### src/rtl/bubble_pkg.sv
// Shared widths, slot record layout and the free-slot search used by the
// bubble renderer.
package bubble_pkg;
  localparam int COORD_W   = 12;
  localparam int DIFF_W    = 13;
  localparam int SQ_W      = 27;
  localparam int MAX_SLOTS = 16;
  localparam int IDX_W     = 4;

  typedef struct packed {
    logic                      active;
    logic signed [COORD_W-1:0] x;
    logic signed [COORD_W-1:0] y;
  } slot_t;

  typedef struct packed {
    logic             found;
    logic [IDX_W-1:0] idx;
  } free_t;

  // Scans downward so the last hit, and therefore the result, is the lowest free index.
  function automatic free_t find_free(input logic [MAX_SLOTS-1:0] busy);
    free_t res;
    res = '0;
    for (int i = MAX_SLOTS - 1; i >= 0; i--) begin
      if (!busy[i]) begin
        res.found = 1'b1;
        res.idx   = IDX_W'(i);
      end
    end
    return res;
  endfunction
endpackage

### src/rtl/bubble_ring_hit.sv
// Two-stage annulus hit test for one bubble slot: stage 1 registers the
// offsets, stage 2 registers the squared-distance compare.
module bubble_ring_hit
  import bubble_pkg::*;
#(
  parameter int R_OUTER = 7,
  parameter int R_INNER = 5
) (
  input  logic                      clk,
  input  logic                      rst_n,
  input  logic signed [10:0]        i_hcount,
  input  logic signed [10:0]        i_vcount,
  input  logic signed [COORD_W-1:0] i_x,
  input  logic signed [COORD_W-1:0] i_y,
  input  logic                      i_active,
  output logic                      o_hit
);
  localparam logic [SQ_W-1:0] LO_SQ = SQ_W'(R_INNER * R_INNER);
  localparam logic [SQ_W-1:0] HI_SQ = SQ_W'(R_OUTER * R_OUTER);

  logic signed [DIFF_W-1:0] r_dx;
  logic signed [DIFF_W-1:0] r_dy;
  logic                     r_active;
  logic                     r_hit;
  logic signed [SQ_W-1:0]   w_dxExt;
  logic signed [SQ_W-1:0]   w_dyExt;
  logic [SQ_W-1:0]          w_d2;

  assign w_dxExt = SQ_W'(r_dx);
  assign w_dyExt = SQ_W'(r_dy);
  assign w_d2    = w_dxExt * w_dxExt + w_dyExt * w_dyExt;

  always_ff @(posedge clk or negedge rst_n) begin
    if (!rst_n) begin
      r_dx     <= '0;
      r_dy     <= '0;
      r_active <= 1'b0;
      r_hit    <= 1'b0;
    end else begin
      r_dx     <= DIFF_W'(i_hcount) - DIFF_W'(i_x);
      r_dy     <= DIFF_W'(i_vcount) - DIFF_W'(i_y);
      r_active <= i_active;
      r_hit    <= r_active && (w_d2 >= LO_SQ) && (w_d2 <= HI_SQ);
    end
  end

  assign o_hit = r_hit;
endmodule

### src/rtl/bubble_field.sv
// Multi-bubble ring renderer: slot array with spawn allocator and per-frame
// rise, plus the per-pixel OR of all slot ring hits.
module bubble_field
  import bubble_pkg::*;
#(
  parameter int NUM_BUBBLES = 4,
  parameter int R_OUTER     = 7,
  parameter int R_INNER     = 5,
  parameter int RISE_STEP   = 1
) (
  input  logic                      clk,
  input  logic                      rst_n,
  input  logic                      frame_tick,
  input  logic                      spawn_valid,
  input  logic signed [COORD_W-1:0] spawn_x,
  input  logic signed [COORD_W-1:0] spawn_y,
  output logic                      spawn_ready,
  input  logic                      blank,
  input  logic signed [10:0]        hcount,
  input  logic signed [10:0]        vcount,
  output logic                      bubble,
  output logic                      blank_d,
  output logic [4:0]                active_count
);
  localparam logic signed [DIFF_W-1:0] MIN_Y = DIFF_W'(-R_OUTER);
  localparam logic signed [DIFF_W-1:0] STEP  = DIFF_W'(RISE_STEP);

  slot_t                    r_slot [NUM_BUBBLES];
  slot_t                    w_next [NUM_BUBBLES];
  logic signed [DIFF_W-1:0] w_newY [NUM_BUBBLES];
  logic [MAX_SLOTS-1:0]     w_busy;
  free_t                    w_free;
  logic                     w_accept;
  logic [4:0]               w_nextCount;
  logic [4:0]               r_count;
  logic [NUM_BUBBLES-1:0]   w_hit;
  logic                     r_blankS1;
  logic                     r_blankD;

  // Slots beyond NUM_BUBBLES read as busy so the allocator never picks them.
  always_comb begin
    w_busy = '1;
    for (int i = 0; i < NUM_BUBBLES; i++) begin
      w_busy[i] = r_slot[i].active;
    end
  end

  assign w_free      = find_free(w_busy);
  assign spawn_ready = w_free.found;
  assign w_accept    = spawn_valid & w_free.found;

  // Spawn is applied after the rise so a freshly written slot keeps spawn_y as given.
  always_comb begin
    w_nextCount = '0;
    for (int i = 0; i < NUM_BUBBLES; i++) begin
      w_newY[i] = DIFF_W'($signed(r_slot[i].y)) - STEP;
      w_next[i] = r_slot[i];
      if (frame_tick && r_slot[i].active) begin
        if (w_newY[i] < MIN_Y) begin
          w_next[i].active = 1'b0;
        end else begin
          w_next[i].y = r_slot[i].y - COORD_W'(RISE_STEP);
        end
      end
      if (w_accept && (w_free.idx == IDX_W'(i))) begin
        w_next[i].active = 1'b1;
        w_next[i].x      = spawn_x;
        w_next[i].y      = spawn_y;
      end
      w_nextCount = w_nextCount + 5'(w_next[i].active);
    end
  end

  always_ff @(posedge clk or negedge rst_n) begin
    if (!rst_n) begin
      for (int i = 0; i < NUM_BUBBLES; i++) begin
        r_slot[i] <= '0;
      end
      r_count   <= '0;
      r_blankS1 <= 1'b1;
      r_blankD  <= 1'b1;
    end else begin
      for (int i = 0; i < NUM_BUBBLES; i++) begin
        r_slot[i] <= w_next[i];
      end
      r_count   <= w_nextCount;
      r_blankS1 <= blank;
      r_blankD  <= r_blankS1;
    end
  end

  for (genvar g = 0; g < NUM_BUBBLES; g++) begin : g_ring
    bubble_ring_hit #(
      .R_OUTER (R_OUTER),
      .R_INNER (R_INNER)
    ) u_ring (
      .clk      (clk),
      .rst_n    (rst_n),
      .i_hcount (hcount),
      .i_vcount (vcount),
      .i_x      (r_slot[g].x),
      .i_y      (r_slot[g].y),
      .i_active (r_slot[g].active),
      .o_hit    (w_hit[g])
    );
  end

  assign bubble       = ~r_blankD & (|w_hit);
  assign blank_d      = r_blankD;
  assign active_count = r_count;
endmodule

### config.mk
export PLATFORM = sky130hd
export DESIGN_NAME = bubble_field
export DESIGN_NICKNAME = d
export VERILOG_FILES = /design/src/rtl/bubble_pkg.sv /design/src/rtl/bubble_ring_hit.sv /design/src/rtl/bubble_field.sv
export SDC_FILE = /design/constraint.sdc
export NUM_CORES = 2
export LEC_CHECK = 0
export BUFFER_PORTS_ARGS = -buffer_cell sky130_fd_sc_hd__buf_2
export CORE_UTILIZATION = 63
export CTS_CLUSTER_DIAMETER = 30
export CTS_CLUSTER_SIZE = 25
export DETAILED_ROUTE_END_ITERATION = 10
export GPL_ROUTABILITY_DRIVEN = 0
export PLACE_DENSITY = 0.88
export REMOVE_ABC_BUFFERS = 1
export SKIP_CTS_REPAIR_TIMING = 1
export SYNTH_ARGS = -nofsm -noshare
export SYNTH_HDL_FRONTEND = slang
export SYNTH_HIERARCHICAL = 1
export SYNTH_SLANG_ARGS = --single-unit
export TNS_END_PERCENT = 20
### constraint.sdc
create_clock -name clk -period 11.7 [get_ports clk]
set_input_delay 2.34 -clock clk [delete_from_list [all_inputs] [get_ports clk]]
set_output_delay 2.34 -clock clk [all_outputs]
set_load 0.01 [all_outputs]
* Yosys cells after proc, flatten, opt, wreduce, memory -nomap -nowiden
Index checks and enable logic that the tools add are counted.
** Operators by class
- Bitwise logic cells :: 3
- Add/sub/neg operators :: 23
- Reduce and logical (&&, ||, !) cells :: 26
- Muxes and demuxes :: 24
- Multiply operators :: 8
- Eq/ne operators :: 7
- Order comparisons :: 12
** Operator list (count)
- $mul 13x13->26 :: 8
- $add 27x27->27 :: 4
- $ge 27x5->1 const B :: 4
- $le 27x6->1 const B :: 4
- $sub 11x12->13 :: 8
- $mux 25 :: 4
- $mux 12 :: 8
- $lt 13x4->1 const B :: 4
- $sub 12x2->13 const B :: 4
- $sub 12x2->12 const B :: 4
- $mux 5 :: 4
- $logic_and 1x1->1 :: 16
- $eq 4x2->1 const B :: 2
- $mux 1 :: 8
- $ne 2x1->1 const B :: 4
- $reduce_and 2->1 :: 4
- $reduce_bool 2->1 :: 4
- $add 3x1->4 :: 1
- $eq 4x1->1 const B :: 1
- $logic_not 4->1 :: 1
- $reduce_or 4->1 :: 1
- $add 2x1->3 :: 1
- $add 1x1->2 :: 1
- $and 1x1->1 :: 2
- $not 1->1 :: 1
** Word-level totals
- Register bits :: 218
- Logic and storage cells :: 134
- Output and inout bits :: 8
- Input bits :: 51

* Depth between registers and ports, before layout
- Depth in word-level cells :: 10
- Depth in mapped cells :: 28
- Gate-level depth less buffers :: 26

* Cells and area by module
The synthesis kept the hierarchy.
** Modules (own cells, without submodules)
- bubble_ring_hit (g_ring[0].u_ring) :: cells an instance 1457, times used 1, area an instance 13992.2 sq um, sequential area each 700.7 sq um
- bubble_ring_hit (g_ring[3].u_ring) :: cells an instance 1435, times used 1, area an instance 13812.0 sq um, sequential area each 700.7 sq um
- bubble_ring_hit (g_ring[2].u_ring) :: cells an instance 1436, times used 1, area an instance 13805.7 sq um, sequential area each 700.7 sq um
- bubble_ring_hit (g_ring[1].u_ring) :: cells an instance 1401, times used 1, area an instance 13724.4 sq um, sequential area each 700.7 sq um
- bubble_field :: cells an instance 668, times used 1, area an instance 5790.6 sq um, sequential area each 2630.0 sq um

* Worst setup path after synthesis
Ideal clock, no wire load.
- Kind :: register to register
- From :: register g_ring[1].u_ring.r_dy[12]
- To :: register g_ring[1].u_ring.r_hit
- Slack :: 4191 ps
- Library setup time :: 111 ps
- Period minus slack after synthesis :: 7509 ps
- Cell stages (with the launch flop) :: 27
- Arrival :: 7398 ps
- Path buffers :: 1
- Required time :: 11589 ps
- Cell sequence :: dfrtp_1 clkbuf_1 nand2_1 inv_1 fa_1 fa_1 inv_1 fa_1 inv_1 fa_1 inv_1 fa_1 inv_1 fa_1 inv_1 fa_1 inv_1 ha_1 nor2b_1 a211oi_1 o21ai_0 nor4_1 nand2_1 nor4_1 o2111ai_1 or4_1 a2111oi_2
** On the way
- Longest elaborated chain between the ends :: 5
- Elaborated cells between the ends (all ways) :: 6
- Those cells by class :: add/sub: 1; mul: 1; order compare: 2; reduce/logical: 2
** Ends and longest elaborated chain
- start, declared :: RTL line bubble_ring_hit.sv:22 : logic signed [DIFF_W-1:0] r_dy;
- start signal, assigned :: RTL line bubble_ring_hit.sv:41 : r_dy <= DIFF_W'(i_vcount) - DIFF_W'(i_y);
- $mul 13x13->26 * :: RTL line bubble_ring_hit.sv:31 : assign w_d2 = w_dxExt * w_dxExt + w_dyExt * w_dyExt;
- $add 27x27->27 * :: RTL line bubble_ring_hit.sv:31
- $ge 27x5->1 :: RTL line bubble_ring_hit.sv:43 : r_hit <= r_active && (w_d2 >= LO_SQ) && (w_d2 <= HI_SQ);
- $logic_and 1x1->1 :: RTL line bubble_ring_hit.sv:43
- $logic_and 1x1->1 * :: RTL line bubble_ring_hit.sv:43
- end signal, assigned :: RTL line bubble_ring_hit.sv:43
- end, declared :: RTL line bubble_ring_hit.sv:24 : logic r_hit;
Every way passes the cells marked *; elsewhere a longest branch is shown, timed or not.
A chain may end at the register's enable or synchronous reset.

* Worst setup path in the final report
- From :: register g_ring[0].u_ring.r_dy[12]
- To :: register g_ring[0].u_ring.r_hit
** On the way
- Longest elaborated chain between the ends :: 5
- Elaborated cells between the ends (all ways) :: 6
- Those cells by class :: add/sub: 1; mul: 1; order compare: 2; reduce/logical: 2
** Ends and longest elaborated chain (RTL line)
- start, declared :: bubble_ring_hit.sv:22
- start signal, assigned :: bubble_ring_hit.sv:41
- $mul 13x13->26 * :: bubble_ring_hit.sv:31
- $add 27x27->27 * :: bubble_ring_hit.sv:31
- $ge 27x5->1 :: bubble_ring_hit.sv:43
- $logic_and 1x1->1 :: bubble_ring_hit.sv:43
- $logic_and 1x1->1 * :: bubble_ring_hit.sv:43
- end signal, assigned :: bubble_ring_hit.sv:43
- end, declared :: bubble_ring_hit.sv:24
Marked as above.

==> results.cfg <==
[outcome]
outcome = completed

[worst_setup_path]
crit_cells = 24
crit_required_ns = 12.13
timing.rr.end = g_ring[0].u_ring/o_hit$_DFF_PN0_
path_cells = nand2_1 > inv_1 > ha_1 > fa_1 > inv_1 > fa_1 > inv_1 > fa_1 > inv_1 > fa_1 > inv_1 > fa_1 > inv_1 > fa_1 > inv_1 > ha_1 > inv_1 > nor4_1 > o31ai_1 > a211oi_1 > nor4_1 > nor3_1 > nand4b_1 > a2111oi_2
cp-end-kind = register
ff2ff_setup_slack_ns = 3.33
crit_start = g_ring[0].u_ring/r_dy[12]$_DFF_PN0_
crit_path_max_incr_delay_ns = 0.74
setup.worst_path.start_class = register
reg2reg_depth = 24
cp_slowest_cell = dfrtp_1
cp_common_cell = inv_1
r2r-start = g_ring[0].u_ring/r_dy[12]$_DFF_PN0_
critPathMaxFanout = 17
path_buf_inv = 8
critical_path.top_delay_family = adder cells
cp-endpoint = g_ring[0].u_ring/o_hit$_DFF_PN0_
path_class = reg -> reg
cp.arrival_ns = 8.80

[final_layout]
synthToLayoutAreaGrowth_pct = 4.563
drive_gt1_share_pct = 3.508
fin_nets = 8366

[cts]
numClockSinks = 217
worstSkewPairLatency_ns = 0.58
clk_pin_slew_ns = 0.06
root_buffer = clkbuf_16
htreeDepth = 2
clockBufferDepth = 3
cts_tree = yes
numCtsBuffers = 41

[floorplanning]
coreArea_um2 = 95580
die_h_um = 313.5
die_area_um2 = 98270
die_x_um = 313.5
initial_core_util_pct = 63.95
row_count = 113
ioPinCount = 59

[global_route]
grt_pass1_vias = 49970
grt_pass1_wl_mm = 246.1
grt_max_degree = 83
antenna_found_initial = 7
globalRouteOverflowTotal = 0
grt_usage_pct = 31.70

[synthesis]
synthArstFlopShare_pct = 100.0
synth_area_um2 = 61120
ys_seq_area_share_pct = 8.888
synth_ff_type = dfrtp_1
synth_cell_types = 101
ys_ff_latch = 217
synth_warnings = 6
synth_cells = 6397
synth-edff-count = 0
syn_area_per_cell_um2 = 9.555

[place]
io_buffers = 56
hpwlAfterDp_mm = 120.7

[sta]
hold_violations = 0
final-max-slew-violation-count = 0
rsz0062_at_grt = false
slew_headroom_pct = 17.87
tightest_slew_ns = 1.226
finalCritPeriodShare_pct = 71.54
setup_tns_ns = 0
fin_crit_ns = 8.370
setup_viol = 0
fmax_ghz = 0.1195
finalClockSkew_ns = 0.04577

[routing]
drc = 0
wl_per_cell_um = 19.38
vias = 44670
drt_iter0_markers = 4302
drtPass1Iterations = 9
routed_wl_mm = 148.3
antenna_left = 0
vias_per_cell = 5.838

[job]
cap_violations = 0

[worst_hold_path]
hp-class = reg -> reg
==> synth_stat cells, drive strengths merged, types with 20 or more instances <==
cell / count / area (um^2)
inv: 1760 / 6606
mux2i: 21 / 210.2
a21boi: 22 / 165.2
o21ai: 123 / 626.9
ha: 550 / 6882
a21oi: 141 / 705.7
nor4: 31 / 206.4
and2: 318 / 1989
nor3: 58 / 320.3
fa: 1413 / 28290
nor2b: 54 / 337.8
a21o: 44 / 330.3
xor2: 42 / 367.9
nand2: 562 / 2112
dfrtp: 215 / 5380
clkbuf: 147 / 551.8
and3: 23 / 145.1
nand2b: 35 / 219.0
nor2: 274 / 1031
nand3: 46 / 230.2
xnor2: 159 / 1400
mux2: 20 / 225.2
a31oi: 25 / 162.6
==> cell families (layout without fill, tap and decap cells) <==
group	Yosys count	in the layout	share of synthesized area (%)
simple gates	1491	1491	11.91
mux	41	41	0.7123
compound gates	550	550	6.018
other cells	1	4	0.006135
fa+ha+maj	1963	1963	57.54
buf+inv	1930	1917	11.93
xor+xnor	204	204	3.003
flops	217	217	8.888
==> worst register-to-register path: cells and delay by family (launching register included) <==
family | cells | cell delay (ns)
AO/OA/AOI/OAI | 3 | 1.08
AND/OR/NAND/NOR | 5 | 1.26
adder cells (fa/ha/maj) | 8 | 4.02
buffers and inverters | 8 | 1.11
flip-flops | 1 | 0.74
==> sequential cells by signal, summed over array words and instances, names as in the netlist <==
register                flops
g_ring.u_ring/r_active      4
r_blankS1                   1
active_count                3
g_ring.u_ring/r_dy         52
blank_d                     1
r_slot                    100
g_ring.u_ring/r_dx         52
g_ring.u_ring/o_hit         4
==> cell usage in the layout, fill, tap and decap left out, drive strengths merged, types with 42 or more instances in the layout <==
cell | netlist | layout
clkbuf | 147 | 43
nor2 | 274 | 274
nand3 | 46 | 46
dfrtp | 215 | 215
nor3 | 58 | 58
o21ai | 123 | 123
a21oi | 141 | 141
inv | 1760 | 1777
nor2b | 54 | 54
xnor2 | 159 | 159
and2 | 318 | 318
buf | 19 | 77
nand2 | 562 | 562
xor2 | 42 | 42
fa | 1413 | 1413
a21o | 44 | 44
ha | 550 | 550
==> routing by layer <==
| layer | vias up | global-route usage (%) | part of all wire [%] |
|---|---|---|---|
| met5 | - | 0.4836 | 0.054 |
| li1 | 19070 | - | - |
| met4 | 6 | 15.74 | 5.9 |
| met3 | 684 | 5.977 | 9.1 |
| met2 | 2277 | 54.02 | 50 |
| met1 | 22630 | 38.75 | 35 |
==> worst min-delay path by stage <==
stage	cells past startpoint	slack (ns)	end	startpoint
4_1_cts	0	0.36	blank_d$_DFF_PN1_	r_blankS1$_DFF_PN1_
3_5_place_dp	0	0.35	blank_d$_DFF_PN1_	r_blankS1$_DFF_PN1_
5_1_grt	0	0.36	blank_d$_DFF_PN1_	r_blankS1$_DFF_PN1_
6_report	0	0.36	blank_d$_DFF_PN1_	r_blankS1$_DFF_PN1_
3_3_place_gp	0	0.35	blank_d$_DFF_PN1_	r_blankS1$_DFF_PN1_
2_1_floorplan	0	0.35	blank_d$_DFF_PN1_	r_blankS1$_DFF_PN1_
==> metrics by stage <==
step | hold slack, ns | cell area [um^2] | utilization [%] | worst slack (ns) | std cells
global placement | 0.3483 | 62500 | 65.39 | 3.709 | 7574
detailed placement | 0.3500 | 62500 | 65.39 | 3.432 | 7574
CTS | 0.3581 | 63910 | 66.87 | 3.371 | 7650
finish | 0.3561 | 63910 | 66.87 | 3.330 | 7652
floorplan | 0.3452 | 60460 | - | 4.300 | 6232
global route | 0.3586 | 63910 | 66.87 | 2.784 | 7650
==> layout make-up <==
type	count	area, um^2
diodes	2	5.005
clock buffers	43	1033
clock inverters	33	374.1
fillers	6864	31660
inverters	1764	6621
multi-input cells	4251	48420
flip-flops and latches	217	5433
well taps	1265	1583
repair buffers	77	447.9
Power is not shown: default switching activity piles up to over one toggle a cycle in this logic, so the estimate is an artifact.
